<file path="src/rtl/matmul_mem_master.sv">
// Memory-side initiator for the matrix multiplier: computes C = A x B over one
// shared 8-bit synchronous memory, one read pair per MAC step, one write per C element.
module matmul_mem_master #(
  parameter int N      = 4,
  parameter int A_BASE = 0,
  parameter int B_BASE = 64,
  parameter int C_BASE = 128
) (
  input  logic        clk,
  input  logic        reset,
  input  logic        start,
  output logic        busy,
  output logic        done,
  output logic        overflow,
  output logic [15:0] mem_addr,
  output logic [7:0]  mem_wdata,
  output logic        mem_write,
  output logic        mem_read,
  input  logic [7:0]  mem_rdata
);

  typedef enum logic [2:0] {IDLE, RD_A, RD_B, MAC, WR, DONE} state_e;

  localparam logic [2:0]  LAST = 3'(N - 1);
  localparam logic [15:0] NW   = 16'(N);

  state_e      state_q, state_d;
  logic [2:0]  i_q, i_d, j_q, j_d, k_q, k_d;
  logic [18:0] acc_q, acc_d;
  logic [7:0]  a_q, a_d;
  logic        ovf_q, ovf_d;
  logic [15:0] iW, jW, kW;

  assign iW       = {13'd0, i_q};
  assign jW       = {13'd0, j_q};
  assign kW       = {13'd0, k_q};
  assign overflow = ovf_q;

  always_ff @(posedge clk) begin
    if (reset) begin
      state_q <= IDLE;
      i_q     <= '0;
      j_q     <= '0;
      k_q     <= '0;
      acc_q   <= '0;
      a_q     <= '0;
      ovf_q   <= 1'b0;
    end else begin
      state_q <= state_d;
      i_q     <= i_d;
      j_q     <= j_d;
      k_q     <= k_d;
      acc_q   <= acc_d;
      a_q     <= a_d;
      ovf_q   <= ovf_d;
    end
  end

  // RD_B captures the A element requested in RD_A; MAC consumes the B element.
  always_comb begin
    state_d = state_q;
    i_d     = i_q;
    j_d     = j_q;
    k_d     = k_q;
    acc_d   = acc_q;
    a_d     = a_q;
    ovf_d   = ovf_q;
    unique case (state_q)
      IDLE: begin
        if (start) begin
          i_d     = '0;
          j_d     = '0;
          k_d     = '0;
          acc_d   = '0;
          ovf_d   = 1'b0;
          state_d = RD_A;
        end
      end
      RD_A: state_d = RD_B;
      RD_B: begin
        a_d     = mem_rdata;
        state_d = MAC;
      end
      MAC: begin
        acc_d = acc_q + 19'(a_q) * 19'(mem_rdata);
        if (k_q == LAST) begin
          k_d     = '0;
          state_d = WR;
        end else begin
          k_d     = k_q + 3'd1;
          state_d = RD_A;
        end
      end
      WR: begin
        if (acc_q > 19'd255) ovf_d = 1'b1;
        acc_d = '0;
        if (j_q == LAST) begin
          j_d = '0;
          i_d = (i_q == LAST) ? 3'd0 : i_q + 3'd1;
        end else begin
          j_d = j_q + 3'd1;
        end
        state_d = (i_q == LAST && j_q == LAST) ? DONE : RD_A;
      end
      DONE:    state_d = IDLE;
      default: state_d = IDLE;
    endcase
  end

  always_comb begin
    mem_addr  = '0;
    mem_wdata = '0;
    mem_read  = 1'b0;
    mem_write = 1'b0;
    busy      = (state_q != IDLE);
    done      = (state_q == DONE);
    unique case (state_q)
      RD_A: begin
        mem_read = 1'b1;
        mem_addr = 16'(A_BASE) + iW * NW + kW;
      end
      RD_B: begin
        mem_read = 1'b1;
        mem_addr = 16'(B_BASE) + kW * NW + jW;
      end
      WR: begin
        mem_write = 1'b1;
        mem_addr  = 16'(C_BASE) + iW * NW + jW;
        mem_wdata = acc_q[7:0];
      end
      default: ;
    endcase
  end

endmodule

</file>
<file path="config.mk">
export PLATFORM = sky130hd
export DESIGN_NAME = matmul_mem_master
export DESIGN_NICKNAME = d
export VERILOG_FILES = /design/src/rtl/matmul_mem_master.sv
export SDC_FILE = /design/constraint.sdc
export NUM_CORES = 1
export LEC_CHECK = 0
export ABC_AREA = 0
export ABC_CLOCK_PERIOD_IN_PS = 7650
export BUFFER_PORTS_ARGS = -buffer_cell sky130_fd_sc_hd__buf_4
export CELL_PAD_IN_SITES_DETAIL_PLACEMENT = 2
export CELL_PAD_IN_SITES_GLOBAL_PLACEMENT = 2
export CORE_MARGIN = 4
export CORE_UTILIZATION = 40
export CTS_CLUSTER_SIZE = 16
export DETAILED_ROUTE_END_ITERATION = 8
export PLACE_DENSITY_LB_ADDON = 0.1
export SYNTH_ARGS = -nofsm -noshare
export SYNTH_HDL_FRONTEND = slang
export SYNTH_SLANG_ARGS = --single-unit
</file>
<file path="constraint.sdc">
create_clock -name clk -period 7.65 [get_ports clk]
set_clock_uncertainty 0.1 [all_clocks]
set_input_delay 0.765 -clock clk [delete_from_list [all_inputs] [get_ports clk]]
set_output_delay 0.765 -clock clk [all_outputs]
set_load 0.02 [all_outputs]
</file>
Word level (Yosys, flattened, before mapping)
Cells that the tools add are included.

cells by class
  add/subtract/negate cells = 9
  $mul = 1
  $lt $le $gt $ge = 1
  eq/ne operators = 11
  muxes and demuxes = 21
  reductions and logical operators = 12

operators with widths
  operator             number
  $pmux 19 s3          1
  $pmux 10 s3          1
  $mux 3               8
  $add 19x16->19       1
  $gt 19x8->1 const B  1
  $mux 19              1
  $pmux 3 s2           3
  $mul 8x8->16         1
  $eq 3x2->1 const B   5
  $pmux 3 s5           1
  $add 9x3->10         1
  $add 3x1->3 const B  3
  $add 8x3->9          1
  $add 8x5->9 const A  1
  $add 7x5->8 const A  1
  $mux 8               1
  $add 5x3->6          1
  $eq 3x3->1 const B   2
  $ne 2x2->1 const B   3
  $reduce_and 2->1     3
  $reduce_and 3->1     2
  $reduce_bool 3->1    2
  $mux 1               4
  $reduce_bool 2->1    2
  other kinds (5)      5

storage, ports and cells
  register bits after elaboration = 40
  input port bits = 11
  output and inout bits = 29
  word-level logic and storage cells = 62

Longest topological paths before layout
Gate-level depths: netlist of the first run.

  depth in word-level cells = 4
  depth in mapped cells = 18
  gate-level depth less buffers = 17

Worst setup path after synthesis of the first run
OpenSTA, ideal clock, no wires.

  path kind = input-to-reg
  from = input mem_rdata[1]
  to = register acc_q[16]
  data arrival time = 4.882 ns
  slack = 2.549 ns
  stages = 17
  path through = clkbuf_1 -> nand2_1 -> fa_1 -> inv_1 -> fa_1 -> fa_1 -> inv_1 -> fa_1 -> inv_1 -> ha_1 -> a21o_1 -> a31o_1 -> o21ai_2 -> o21ai_1 -> a2111oi_1 -> mux2i_1 -> nand2_1

between the ends
  longest elaborated chain between the ends = 3

RTL lines
  what                  line  source
  start, declared       19    input logic [7:0] mem_rdata
  $mul 8x8->16          85    acc_d = acc_q + 19'(a_q) * 19'(mem_rdata);
  $add 19x16->19        85
  $pmux 19 s3           68    unique case (state_q)
  end signal, assigned  45    acc_q <= '0;
  end signal, assigned  53    acc_q <= acc_d;
  end, declared         29    logic [18:0] acc_q, acc_d;

No other way between the ends.
A chain may end at the register's enable or synchronous reset.

Worst setup path in the final report of the first run
  from = input mem_rdata[7]
  to = register acc_q[17]

The elaborated chain is that of the path after synthesis.

==> results by group, run 1 <==
Status
  – Outcome: finished, final reports clean

Placement
  – Count of port buffers added during placement: 31
  – Placer's final routability congestion estimate: 0.784
  – Worst Setup Slack post-DPL: 2120 ps
  – Half-perimeter wire length after placement: 10400 um

Global routing
  – Overall overflow remaining after global route: 0
  – Number of global-route vias before repair: 4351
  – Initial antenna violation count: 0
  – GRT Overall Usage: 0.215
  – Wire length of the first global-routing pass: 22500 um
  – Pin count of the biggest net entering global routing: 35

Setup path
  – Source of the critical timing path: mem_rdata[7]
  – Slack of the worst reg-to-reg path: 2420 ps
  – Critical Path Sink Type: flip-flop
  – Startpoint of the most critical register-to-register path: a_q[0]
  – Largest fanout on the critical path: 9
  – Crit Path Class: input pin to flip-flop
  – Register-to-Register Path Depth: 16
  – Arrival time of the worst setup path: 5320 ps
  – Worst path required time: 7710 ps
  – Worst r2r dst: acc_q[17]
  – CP Launch Type: input pin
  – Capturing instance or port of the critical path: acc_q[17]

Clock network
  – CTS tree: done
  – CTS-repair resized insts: 0
  – Clock tree root driver cell: clkbuf_16
  – TritonCTS buffer count: 5
  – Number of clock sinks: 40
  – Post-CTS repair timing setup buffer count: 0
  – Number of hold buffers added after cts: 0
  – Reg clk slew, reported paths: 70 ps
  – Insertion delay to the later sink of the worst-skew pair: 290 ps
  – Clock Path Buffers: 2
  – H-tree depth: 2

Routing
  – Post-detailed-route via-to-cell ratio: 5.28
  – Iteration-0 DRC count of the detailed router: 159
  – Routed wire length: 13100 um
  – Via total after detailed routing: 3737
  – 1st-pass router iterations: 4
  – Antenna Nets Post-Route: 0
  – Wire length per cell: 18.5 um
  – Number of design rule violations left after detail routing: 0

Synth
  – Yosys warning count: 0
  – Count of mapped cells out of synthesis: 548
  – Unique cell type count in the Yosys netlist: 55
  – XOR/XNOR Fraction of Synth Area: 0.0172
  – Async SR Flop Fraction: 0
  – Seq/Total Area, Yosys: 0.175
  – Fraction of the mapped netlist area in compound gates: 0.118
  – Most used DFF post-synth: dfxtp_1
  – Number of enable-type register cells in the synthesized netlist: 0
  – Number of flip-flops and latches in the synthesized netlist: 40
  – Post-Synthesis Mean Instance Area: 8.35 um^2
  – Fraction of the mapped netlist area in adder cells: 0.356
  – Cell area after synthesis: 4570 um^2
  – Fraction of the mapped netlist area in simple logic gates: 0.196
  – Largest family of logic cells by synthesized area: adder cells
  – Share of cell area taken by muxes after synthesis: 0.0244

Floorplan
  – Starting density of the core: 0.415
  – Die Span X: 115 um
  – Standard-cell row count: 38
  – I/O pin count: 40
  – Die outline area: 13200 um^2
  – Core region area: 11000 um^2
  – Vertical die dimension: 115 um

STA
  – Hold violation count in the final report: 0
  – Setup repair after global routing missed its margin: no
  – Post-layout worst setup margin: 2390 ps
  – Worst Tran Pin Value: 817 ps
  – Aggregate negative setup slack: 0 ps
  – Relative max-transition margin: 0.453
  – Period utilisation layout: 0.688
  – Final setup fails: 0
  – Count of pins over their slew limit: 0
  – Maximum operating frequency: 190 MHz
  – Final critical-path required period: 5260 ps

Cells and area
  – Layout cells sized above 1: 0.0810
  – Antenna diode instance count: 0
  – Most frequent cells in the layout: inv_1 (100), nand2_1 (53), fa_1 (50), ha_1 (50), nor2_1 (48)
  – Net total in the final layout: 679
  – Relative area change from synthesis to final layout: 10.8%
  – Most common cell after layout, fill and taps aside: inv_1

Flow run
  – Number of max-cap violations: 0

Worst hold path
  – Tightest Hold Check Type: flip-flop to flip-flop

Power and ir drop
  – Reported leakage power: 0.00256 uW
  – Final total power: 666 uW
  – PwrDens: 131 nW/um^2
  – Peak supply drop: 0.000131 V
==> cells in the mapped netlist (2+ instances only) <==
cell type | instances | area share
nor3_1 | 8 | 0.0088
a21o_1 | 5 | 0.0082
nor2_1 | 48 | 0.039
a221oi_1 | 4 | 0.0077
o21ai_0 | 5 | 0.0055
and2_1 | 38 | 0.052
mux2i_1 | 10 | 0.022
nor2b_1 | 8 | 0.011
dfxtp_1 | 40 | 0.18
nor3b_1 | 2 | 0.0033
nor4_1 | 4 | 0.0055
xor2_1 | 5 | 0.0096
nand3_1 | 4 | 0.0044
o31ai_1 | 2 | 0.0033
o21ai_1 | 13 | 0.014
o21bai_1 | 2 | 0.0033
ha_1 | 50 | 0.14
nand2_1 | 53 | 0.044
xnor2_1 | 4 | 0.0077
nand2b_1 | 3 | 0.0041
clkbuf_1 | 15 | 0.012
nand4_1 | 3 | 0.0041
a31oi_1 | 3 | 0.0041
and3_1 | 2 | 0.0027
buf_4 | 9 | 0.015
a21oi_1 | 11 | 0.012
a211oi_1 | 3 | 0.0049
a22oi_1 | 19 | 0.031
fa_1 | 50 | 0.22
inv_1 | 100 | 0.082
==> logic make-up (layout without fill, tap and decap cells) <==
family,Yosys count,count (layout)
other cells,1,8
mux,11,11
flops,40,40
simple gates,182,182
buf+inv,127,140
compound gates,78,78
fa+ha+maj,100,100
xor+xnor,9,9
==> layout make-up <==
class | instances | area, um^2
Clock buffer | 5 | 125
Clock inverter | 2 | 60.1
Fill cell | 1251 | 5960
Inverter | 101 | 384
Multi-Input combinational cell | 388 | 3280
Sequential cell | 40 | 801
Tap cell | 140 | 175
Timing Repair Buffer | 32 | 240
==> worst min path at each step <==
| stage | startpoint | endpoint | cells past startpoint |
|---|---|---|---|
| global placement | acc_q[14] | acc_q[14] | 2 |
| detailed placement | acc_q[14] | acc_q[14] | 2 |
| CTS | acc_q[14] | acc_q[14] | 2 |
| global route | acc_q[14] | acc_q[14] | 2 |
| finish | acc_q[14] | acc_q[14] | 2 |
| floorplan | acc_q[14] | acc_q[14] | 2 |
==> power by group <==
part | switching (uW) | internal, uW | leakage [uW]
logic | 101 | 57.6 | 0.00215
clock network | 96.5 | 186 | 0.0000899
registers | 12.5 | 213 | 0.000323
==> layer usage <==
metal | part of all wire | track usage
met5 | 0 | 0
met4 | 0.018 | 0.0556
met3 | 0.020 | 0.0279
met2 | 0.53 | 0.397
met1 | 0.43 | 0.261
==> worst max-delay path, stage by stage <==
cell      delay [ps]
buf_4            140
nand2_1           80
fa_1             540
fa_1             550
inv_1             60
fa_1             550
inv_1             60
fa_1             530
inv_1             40
ha_1             360
a21o_1           210
a221oi_2         460
o21ai_1          120
and2_1           220
a221oi_1         370
xor2_1           190
o21ai_1           70
==> registers in the layout, indices dropped and copies added, names as in the netlist <==
register / flops
a_q: 8
acc_q: 19
i_q: 3
j_q: 3
k_q: 3
overflow: 1
state_q: 3
==> metrics by stage <==
step | hold slack, ps | utilization | cells | instance area [um^2]
after global routing | 425 | 0.459 | 708 | 5070
after CTS | 392 | 0.459 | 708 | 5070
after floorplan | 341 | - | 555 | 4600
after global placement | 357 | 0.443 | 701 | 4880
after detailed placement | 383 | 0.443 | 701 | 4880
final | 384 | 0.459 | 708 | 5070
Power figures use the tool's default switching activity.
==> run 2: changes to the inputs <==
--- a/config.mk
+++ b/config.mk
@@ -6,12 +6,12 @@
 export NUM_CORES = 1
 export LEC_CHECK = 0
 export ABC_AREA = 0
-export ABC_CLOCK_PERIOD_IN_PS = 7650
+export ABC_CLOCK_PERIOD_IN_PS = 4700
 export BUFFER_PORTS_ARGS = -buffer_cell sky130_fd_sc_hd__buf_4
 export CELL_PAD_IN_SITES_DETAIL_PLACEMENT = 2
 export CELL_PAD_IN_SITES_GLOBAL_PLACEMENT = 2
 export CORE_MARGIN = 4
-export CORE_UTILIZATION = 40
+export CORE_UTILIZATION = 34
 export CTS_CLUSTER_SIZE = 16
 export DETAILED_ROUTE_END_ITERATION = 8
 export PLACE_DENSITY_LB_ADDON = 0.1
==> constraint.sdc (replaced) <==
create_clock -name clk -period 4.7 [get_ports clk]
set_clock_uncertainty 0.1 [all_clocks]
set_input_delay 0.47 -clock clk [delete_from_list [all_inputs] [get_ports clk]]
set_output_delay 0.47 -clock clk [all_outputs]
set_load 0.02 [all_outputs]
==> run 2 against run 1 <==
Via count increased by 4.5%. Cell area increased by 10%. Combinational power increased by 97%. Flip-flop and latch count unchanged. Utilization decreased by 3.7 points. Worst setup slack got worse by 2200 ps.
==> results by group, run 2 (synthesis gave the netlist of run 1 again) <==
Status
  – Outcome: finished, final reports clean (unchanged)

Cells and area
  – Largest register FFs: 19 (unchanged)
  – Antenna diode instance count: 0 (unchanged)
  – Top Registers: acc_q x19, a_q x8 (unchanged)
  – Most frequent cells in the layout: inv_1 (100), buf_4 (68), nand2_1 (51) (was inv_1 (100), nand2_1 (53), fa_1 (50), ha_1 (50), nor2_1 (48))
  – Post-route cell area: 5580 um^2 (was 5070 um^2)
  – Most common cell after layout, fill and taps aside: inv_1 (unchanged)
  – Net total in the final layout: 717 (was 679)
  – Sequential cell area: 820 um^2 (was 801 um^2)
  – Largest Register: acc_q (unchanged)
  – Final design utilization: 0.423 (was 0.459)
  – Multi-input logic area: 3420 um^2 (was 3280 um^2)
  – Layout cells sized above 1: 0.186 (was 0.0810)
  – Relative area change from synthesis to final layout: 21.9% (was 10.8%)
  – Layout fillers: 1513 (was 1251)

Routing
  – Routed wire length: 13600 um (was 13100 um)
  – Iteration-0 DRC count of the detailed router: 95 (was 159)
  – 1st-pass router iterations: 4 (unchanged)
  – Number of design rule violations left after detail routing: 0 (unchanged)
  – Antenna Nets Post-Route: 0 (unchanged)
  – Wire length per cell: 17.4 um (was 18.5 um)
  – Post-detailed-route via-to-cell ratio: 4.99 (was 5.28)
  – Via total after detailed routing: 3904 (was 3737)

Setup path
  – Critical Path Sink Type: flip-flop (unchanged)
  – Crit Path Class: flip-flop to flip-flop (was input pin to flip-flop)
  – Worst path required time: 4770 ps (was 7710 ps)
  – Arrival time of the worst setup path: 4620 ps (was 5320 ps)
  – CP Launch Type: flip-flop (was input pin)
  – Largest fanout on the critical path: 5 (was 9)

Clock network
  – Insertion delay to the later sink of the worst-skew pair: 300 ps (was 290 ps)
  – Clock tree root driver cell: clkbuf_16 (unchanged)
  – CTS tree: done (unchanged)
  – Clock Path Buffers: 2 (unchanged)
  – Reg clk slew, reported paths: 70 ps (about the same)
  – Number of clock sinks: 40 (unchanged)
  – Post-CTS repair timing setup buffer count: 0 (unchanged)
  – Number of hold buffers added after cts: 0 (unchanged)
  – TritonCTS buffer count: 5 (unchanged)
  – H-tree depth: 2 (unchanged)

Floorplan
  – Core region area: 13200 um^2 (was 11000 um^2)
  – Standard-cell row count: 42 (was 38)
  – Vertical die dimension: 124 um (was 115 um)
  – Starting density of the core: 0.347 (was 0.415)
  – I/O pin count: 40 (unchanged)
  – Die Span X: 124 um (was 115 um)
  – Die outline area: 15400 um^2 (was 13200 um^2)

Flow run
  – Number of max-cap violations: 0 (unchanged)

STA
  – Worst Tran Pin Value: 987 ps (was 817 ps)
  – Maximum operating frequency: 220 MHz
  – Hold violation count in the final report: 0 (unchanged)
  – Final setup fails: 0 (unchanged)
  – Aggregate negative setup slack: 0 ps (unchanged)
  – Count of pins over their slew limit: 0 (unchanged)
  – Relative max-transition margin: 0.341 (was 0.453)
  – Setup repair after global routing missed its margin: yes (was no)
  – Final critical-path required period: 4550 ps
  – Period utilisation layout: 0.969

Global routing
  – Overall overflow remaining after global route: 0 (unchanged)
  – Wire length of the first global-routing pass: 22600 um (was 22500 um)
  – Number of global-route vias before repair: 4368 (was 4351)
  – GRT Overall Usage: 0.188 (was 0.215)
  – Initial antenna violation count: 0 (unchanged)
  – Pin count of the biggest net entering global routing: 35 (unchanged)

Power and ir drop
  – Reported leakage power: 0.00276 uW (was 0.00256 uW)
  – Peak supply drop: 0.000126 V (was 0.000131 V)
  – PwrDens: 204 nW/um^2 (was 131 nW/um^2)

Placement
  – Count of port buffers added during placement: 31 (unchanged)
  – Cell Area, Placed: 5230 um^2 (was 4880 um^2)
  – Half-perimeter wire length after placement: 11000 um (was 10400 um)
  – Placer's final routability congestion estimate: 0.810 (was 0.784)

Worst hold path
  – Tightest Hold Check Type: flip-flop to flip-flop (unchanged)
-- run 2: cell count changes in the layout (fill, tap and decap cells not counted), moves of 3 or more --
cell / delta
buf_4: +36
dfxtp_1: -7
dfxtp_2: +3
dfxtp_4: +4
fa_1: -3
fa_2: +3
ha_1: -3
ha_4: +3
-- run 2: worst max-delay path: stages, from the launching register on --
cell	delay, ps
dfxtp_4	370
and2_1	160
fa_1	510
fa_1	530
fa_1	550
inv_1	50
fa_1	520
inv_1	40
ha_1	290
and3_4	200
a221oi_4	300
o21ai_2	120
and2_4	180
a221oi_2	250
xor2_1	170
o21ai_1	70
-- run 2: per-layer routing --
metal / global-route usage / wire (um) / up-vias
met2: 0.342 / 7210 / 24
met1: 0.242 / 6010 / 2007
li1: - / - / 1860
met4: 0.0356 / 206 / 0
met5: 0 / 0 / -
met3: 0.0209 / 191 / 13
-- run 2: cell type report --
class	count	area share
Multi-Input combinational cell	388	0.614
Sequential cell	40	0.147
Timing Repair Buffer	70	0.0972
Inverter	101	0.0689
Tap cell	176	0.0395
Clock buffer	5	0.0224
Clock inverter	2	0.0108
-- run 2: path summary, 6_finish.rpt --
check,from,end,slack (ps),cells past startpoint
min reg2reg,acc_q[17],acc_q[17],400,2
max reg2reg,a_q[1],acc_q[17],150,15
min,acc_q[17],acc_q[17],400,2
max,a_q[1],acc_q[17],150,15
-- run 2: repair_timing --
action	CTS	global route
setup endpoints to repair	5	7
resized for setup	12	23
pin swaps	3	19
-- run 2: where the power goes --
| group | internal [uW] | switching [uW] |
|---|---|---|
| Combinational | 129 | 182 |
| Clock | 302 | 159 |
| Sequential | 347 | 15.4 |
| Total | 778 | 357 |
-- run 2: metrics by stage --
stage	hold WS [ps]	total power (uW)	worst slack, ps	instances
after global routing	432	1200	-75.8	782
after CTS	404	1140	-17.8	782
after floorplan	341	556	12.7	555
after global placement	375	658	-206	775
after detailed placement	389	669	-293	775
final	396	1130	146	782
